<file path="src/rtl/param_mac_accumulator_if.sv">
// Handshake bundle between the multiplier stream, the accumulator and the
// result consumer. Widths follow the accumulator parameters.
interface param_mac_accumulator_if #(
  parameter int WIDTH = 8,
  parameter int GUARD = 8,
  parameter int CNT_W = 16
);
  localparam int ACC_W = 2*WIDTH + GUARD;

  logic               in_valid;
  logic               in_ready;
  logic [2*WIDTH-1:0] product;
  logic               in_last;
  logic               out_valid;
  logic               out_ready;
  logic [ACC_W-1:0]   acc_out;
  logic [CNT_W-1:0]   out_count;
  logic               overflow;

  // Environment side: produces beats, consumes results.
  modport master (
    output in_valid, product, in_last, out_ready,
    input  in_ready, out_valid, acc_out, out_count, overflow
  );

  // Accumulator side.
  modport slave (
    input  in_valid, product, in_last, out_ready,
    output in_ready, out_valid, acc_out, out_count, overflow
  );
endinterface

</file>
<file path="src/rtl/param_mac_accumulator.sv">
// Saturating unsigned accumulator for dot-product frames. Sums product beats
// until a beat tagged in_last, then holds the result (sum, beat count,
// overflow flag) until downstream takes it, and starts a fresh frame.
module param_mac_accumulator #(
  parameter int WIDTH = 8,
  parameter int GUARD = 8,
  parameter int CNT_W = 16
) (
  input logic                    clk,
  input logic                    rst,
  param_mac_accumulator_if.slave bus
);
  localparam int ACC_W = 2*WIDTH + GUARD;
  localparam int SUM_W = ACC_W + 1;

  typedef enum logic {ACCUM = 1'b0, HOLD = 1'b1} state_t;

  state_t           state_q;
  state_t           state_d;
  logic [ACC_W-1:0] acc_q;
  logic [CNT_W-1:0] cnt_q;
  logic             ovf_q;
  logic [SUM_W-1:0] sum;
  logic             accept;
  logic             out_fire;

  // Handshakes qualified by state only; ready/valid are pure state decodes.
  always_comb begin
    accept   = bus.in_valid  && (state_q == ACCUM);
    out_fire = bus.out_ready && (state_q == HOLD);
  end

  // One extra bit of sum exposes a carry out of the accumulator for saturation.
  always_comb begin
    sum = {1'b0, acc_q} + SUM_W'(bus.product);
  end

  // State register.
  always_ff @(posedge clk or posedge rst) begin
    if (rst) state_q <= ACCUM;
    else     state_q <= state_d;
  end

  // Next state: last beat enters HOLD, result acceptance returns to ACCUM.
  always_comb begin
    state_d = state_q;
    case (state_q)
      ACCUM: if (accept && bus.in_last) state_d = HOLD;
      HOLD:  if (out_fire)              state_d = ACCUM;
      default: state_d = ACCUM;
    endcase
  end

  // Accumulator, beat counter and sticky overflow; all clear on result handoff.
  always_ff @(posedge clk or posedge rst) begin
    if (rst) begin
      acc_q <= '0;
      cnt_q <= '0;
      ovf_q <= 1'b0;
    end else if (accept) begin
      if (sum[ACC_W]) begin
        acc_q <= '1;
        ovf_q <= 1'b1;
      end else begin
        acc_q <= sum[ACC_W-1:0];
      end
      if (cnt_q != '1) cnt_q <= cnt_q + CNT_W'(1);
    end else if (out_fire) begin
      acc_q <= '0;
      cnt_q <= '0;
      ovf_q <= 1'b0;
    end
  end

  // Output decode.
  always_comb begin
    bus.in_ready  = (state_q == ACCUM);
    bus.out_valid = (state_q == HOLD);
    bus.acc_out   = acc_q;
    bus.out_count = cnt_q;
    bus.overflow  = ovf_q;
  end
endmodule

</file>
<file path="src/flat_wrapper.sv">
// flat-port wrapper written by rule: the top's interface ports become plain ports
module param_mac_accumulator_flat 
#(
  parameter int WIDTH = 8,
  parameter int GUARD = 8,
  parameter int CNT_W = 16
)
  (clk, rst, bus_in_valid, bus_product, bus_in_last, bus_out_ready, bus_in_ready, bus_out_valid, bus_acc_out, bus_out_count, bus_overflow);
  param_mac_accumulator_if #(.WIDTH(WIDTH), .GUARD(GUARD), .CNT_W(CNT_W)) bus_i ();
  input logic clk;
  input logic rst;
  input wire logic [$bits(bus_i.in_valid)-1:0] bus_in_valid;
  input wire logic [$bits(bus_i.product)-1:0] bus_product;
  input wire logic [$bits(bus_i.in_last)-1:0] bus_in_last;
  input wire logic [$bits(bus_i.out_ready)-1:0] bus_out_ready;
  output wire logic [$bits(bus_i.in_ready)-1:0] bus_in_ready;
  output wire logic [$bits(bus_i.out_valid)-1:0] bus_out_valid;
  output wire logic [$bits(bus_i.acc_out)-1:0] bus_acc_out;
  output wire logic [$bits(bus_i.out_count)-1:0] bus_out_count;
  output wire logic [$bits(bus_i.overflow)-1:0] bus_overflow;
  assign bus_i.in_valid = bus_in_valid;
  assign bus_i.product = bus_product;
  assign bus_i.in_last = bus_in_last;
  assign bus_i.out_ready = bus_out_ready;
  assign bus_in_ready = bus_i.in_ready;
  assign bus_out_valid = bus_i.out_valid;
  assign bus_acc_out = bus_i.acc_out;
  assign bus_out_count = bus_i.out_count;
  assign bus_overflow = bus_i.overflow;
  param_mac_accumulator #(.WIDTH(WIDTH), .GUARD(GUARD), .CNT_W(CNT_W)) u_core (.clk(clk), .rst(rst), .bus(bus_i));
endmodule
</file>
<file path="config.mk">
export PLATFORM = sky130hd
export DESIGN_NAME = param_mac_accumulator_flat
export DESIGN_NICKNAME = d
export VERILOG_FILES = /design/src/rtl/param_mac_accumulator_if.sv /design/src/rtl/param_mac_accumulator.sv /design/src/flat_wrapper.sv
export SDC_FILE = /design/constraint.sdc
export NUM_CORES = 1
export LEC_CHECK = 0
export ABC_AREA = 1
export BUFFER_PORTS_ARGS = -buffer_cell sky130_fd_sc_hd__buf_4
export CORE_MARGIN = 3
export CORE_UTILIZATION = 61
export DETAILED_ROUTE_END_ITERATION = 8
export GPL_TIMING_DRIVEN = 0
export MAX_ROUTING_LAYER = met4
export PLACE_DENSITY_LB_ADDON = 0.15
export SLEW_MARGIN = 20
export SYNTH_ARGS = -nofsm -noshare
export SYNTH_HDL_FRONTEND = slang
export SYNTH_SLANG_ARGS = --single-unit
</file>
<file path="constraint.sdc">
create_clock -name clk -period 5.3 [get_ports clk]
set_input_delay 1.06 -clock clk [delete_from_list [all_inputs] [get_ports clk]]
set_output_delay 1.06 -clock clk [all_outputs]
set_load 0.005 [all_outputs]
</file>
==> summary.md <==
| Metric | Value |
|---|---|
| Status | completed |
| Syn Area/Cell | 6.577 sq um |
| Die height | 81.38 um |
| Clk pwr share | 0.154 |
| Via density per instance | 5.564 |
| Chip Width | 81.38 um |
| Initial antenna violation count | 0 |
| Crit path buffers/inverters | 2 |
| CP most frequent cell | nand2_1 |
| DP Worst Slack | 2238 ps |
| CP max stage cell | fa_1 |
| Hold-fix buffers, CTS | 0 |
| Reg area | 1051 sq um |
| CTS sink count | 42 |
| Max cap viols | 0 |
| Multi-input logic area | 2078 sq um |
| Post-synth top area cell | dfrtp_1 |
| Layout cells sized above 1 | 0.1686 |
| Diode count | 0 |
| Wire per inst | 14.48 um |
| Ports | 64 |
| GR Util All Layers | 0.3308 |
| Drt first pass iters | 5 |
| Hold Crit Class | reg2reg |
| Kind of cell adding the most delay to the critical path | simple AND/OR/NAND/NOR gates |
| # Post-CTS Setup Buffers | 0 |
| Post-Syn Nets | 566 |
| P_int | 921.2 uW |
| Post-Syn Area | 3466 sq um |
| Post-route ant nets | 0 |
| Fill cell count | 410 |
| Critical path class | in2reg |
| Starting DRC count in detailed routing | 234 |
| Via total after detailed routing | 3722 |
| Sw Share | 0.4633 |
| Sequential fraction of the synthesis area | 0.3032 |
| Number of port buffers | 63 |
| Final hold viol count | 0 |
| Max Slew Vio Count | 0 |
| Leakage | 0.002300 uW |
| Post-synth top cells | nand2_1 (192), inv_1 (73), nand3_1 (50), nor2_1 (49), dfrtp_1 (42) |
| Clock Path Buffers | 2 |
| Period Utilization, post-route | 0.5229 |
| Core Box Area | 5303 sq um |
| Congestion Overflow GR | 0 |
| Largest net degree at the start of global routing | 23 |
| Fmax | 360.8 MHz |
| Final net count | 637 |
| Reg power frac | 0.282 |
| CP peak stage delay | 460 ps |
| Post-CTS Resized | 0 |
| Root Buffer Master | clkbuf_8 |
| Worst EP arrival | 2960 ps |
| Slew at the pin closest to its max-slew limit | 582.8 ps |
| Max transition margin | 0.6115 |
| Crit path launch type | primary input |
| Worst-Skew Late Latency | 300 ps |
| Final worst setup slack | 2528 ps |
| Logic gate share of total power | 0.564 |
| CTS clk-pin slew, worst paths | 90 ps |
| Final min period | 2772 ps |
| Setup_tns | 0 ps |
| First-pass GRT wire length | 16500 um |
| Skew final | 11.41 ps |
| Num rows | 26 |
| Die Area | 6622 sq um |
| Post-synth EDFFs | 0 |
| Post-DP HPWL | 7520 um |
| Top cells by area, synth | dfrtp_1 (30%), nand2_1 (21%), inv_1 (7.9%) |
| Synth cell types | 36 |
| Required time of the critical path | 5490 ps |
| Synth Register Bits | 42 |
| Crit-path cells | buf_4 > ha_1 > fa_1 > nand2_1 > nand2_1 > nand3_1 > nand2_1 > nand2_1 > nand2_2 > buf_6 > a22oi_1 > nand2_1 |
| YS warnings | 0 |
| RSZ-0062 raised after global routing | false |
| H-tree depth | 2 |
| Yosys top cell area share | 0.3032 |
| Most frequent cell after synthesis | nand2_1 |
| Mapped Cells | 527 |
| Dominant synthesized flop cell | dfrtp_1 |
| GP Congestion | 0.9250 |
| Area Growth Syn to Fin | 20.14% |
| Switching pwr | 795.4 uW |
| Fin util | 0.7853 |
| Drt total wl | 9689 um |
| Max VDD drop | 269.2 uV |
| Initial Util | 0.6536 |
| CTS Buf Count | 5 |
| Async set-reset flop share out of synthesis | 1.000 |
| PwrDens | 412.2 nW/um^2 |
| CTS tree | done |
| CP max FO | 10 |
| Setup violations, final | 0 |
| Residual DRC | 0 |
| Vias in the first global route | 3739 |
| Worst setup EP type | flop |
==> through the flow <==
stage / cells / cell area, sq um / hold WS, ps / power [uW]
2_1_floorplan: 527 / 3466 / 472.5 / 1117
3_3_place_gp: 660 / 4026 / 463.1 / 1402
3_5_place_dp: 661 / 4054 / 486.0 / 1440
4_1_cts: 669 / 4164 / 507.0 / 1705
5_1_grt: 669 / 4164 / 566.9 / 1870
6_report: 669 / 4164 / 498.9 / 1717
==> per-layer routing <==
layer | GRT usage | part of all wire
met1 | 0.3707 | 0.41
met2 | 0.5774 | 0.50
met3 | 0.06430 | 0.062
met4 | 0.1284 | 0.025
met5 | - | 0
==> worst register-to-register path: stages (launching register included) <==
cell and delay, ps:
dfrtp_1 410, ha_1 280, fa_1 460, nand2_1 120
nand2_1 90, nand3_1 110, nand2_1 120, nand2_1 130
nand2_2 110, buf_6 170, a22oi_1 150, nand2_1 80
==> cell usage in the layout, fill, tap and decap left out, types with 4 or more instances in the layout <==
master	synthesis	layout
nor2_1	49	49
nand2_1	192	192
nand4_1	11	11
inv_1	73	72
nand2_4	4	4
xor2_1	8	8
buf_4	0	63
nand3b_1	4	4
o21ai_0	11	11
o22ai_2	4	4
a21oi_1	16	16
nand3_1	50	50
nor3_1	5	5
ha_1	17	17
dfrtp_1	42	42
clkbuf_8	0	5
o21ai_2	5	5
a22oi_1	8	8
==> registers in the layout, indices dropped and copies added (netlist names) <==
| signal | count |
|---|---|
| u_core.bus.overflow | 1 |
| u_core.bus.acc_out | 24 |
| u_core.bus.out_valid | 1 |
| u_core.bus.out_count | 16 |
==> logic make-up after synthesis <==
family,count (synthesis),share of synthesized area
and+or+nand+nor,323,0.4029
adders and majority gates,18,0.06715
AOI/OAI and AO/OA,51,0.1043
DFF,42,0.3032
xor gates and xnor gates,10,0.02527
buffers and inverters,83,0.09711
==> power by group through the flow <==
stage	Sequential, uW	Clock (uW)	Combinational (uW)
detailed placement	489	0	951
finish	484	264	968
CTS	483	263	959
floorplan	480	0	637
global placement	482	0	920
global route	498	276	1100
==> cell type report <==
type,count,area share
Buffer,7,0.01232
Timing Repair Buffer,64,0.1202
Sequential cell,42,0.2524
Clock inverter,2,0.009014
Tap cell,70,0.02103
Inverter,76,0.06851
Multi-Input combinational cell,402,0.4991
Clock buffer,6,0.01743
==> worst paths after layout <==
check / endpoint / slack, ps / cells past startpoint / start
min in group asynchronous: u_core.bus.acc_out[3] / 790 / 2 / rst
hold reg to reg: u_core.bus.overflow / 500 / 2 / u_core.bus.overflow
max in group asynchronous: u_core.bus.acc_out[23] / 4010 / 3 / rst
hold / removal: u_core.bus.overflow / 500 / 2 / u_core.bus.overflow
setup reg to reg: u_core.bus.acc_out[19] / 2960 / 11 / u_core.bus.acc_out[0]
setup / recovery: u_core.bus.acc_out[19] / 2530 / 12 / bus_product[0]
(Power assumes the default switching activity.)
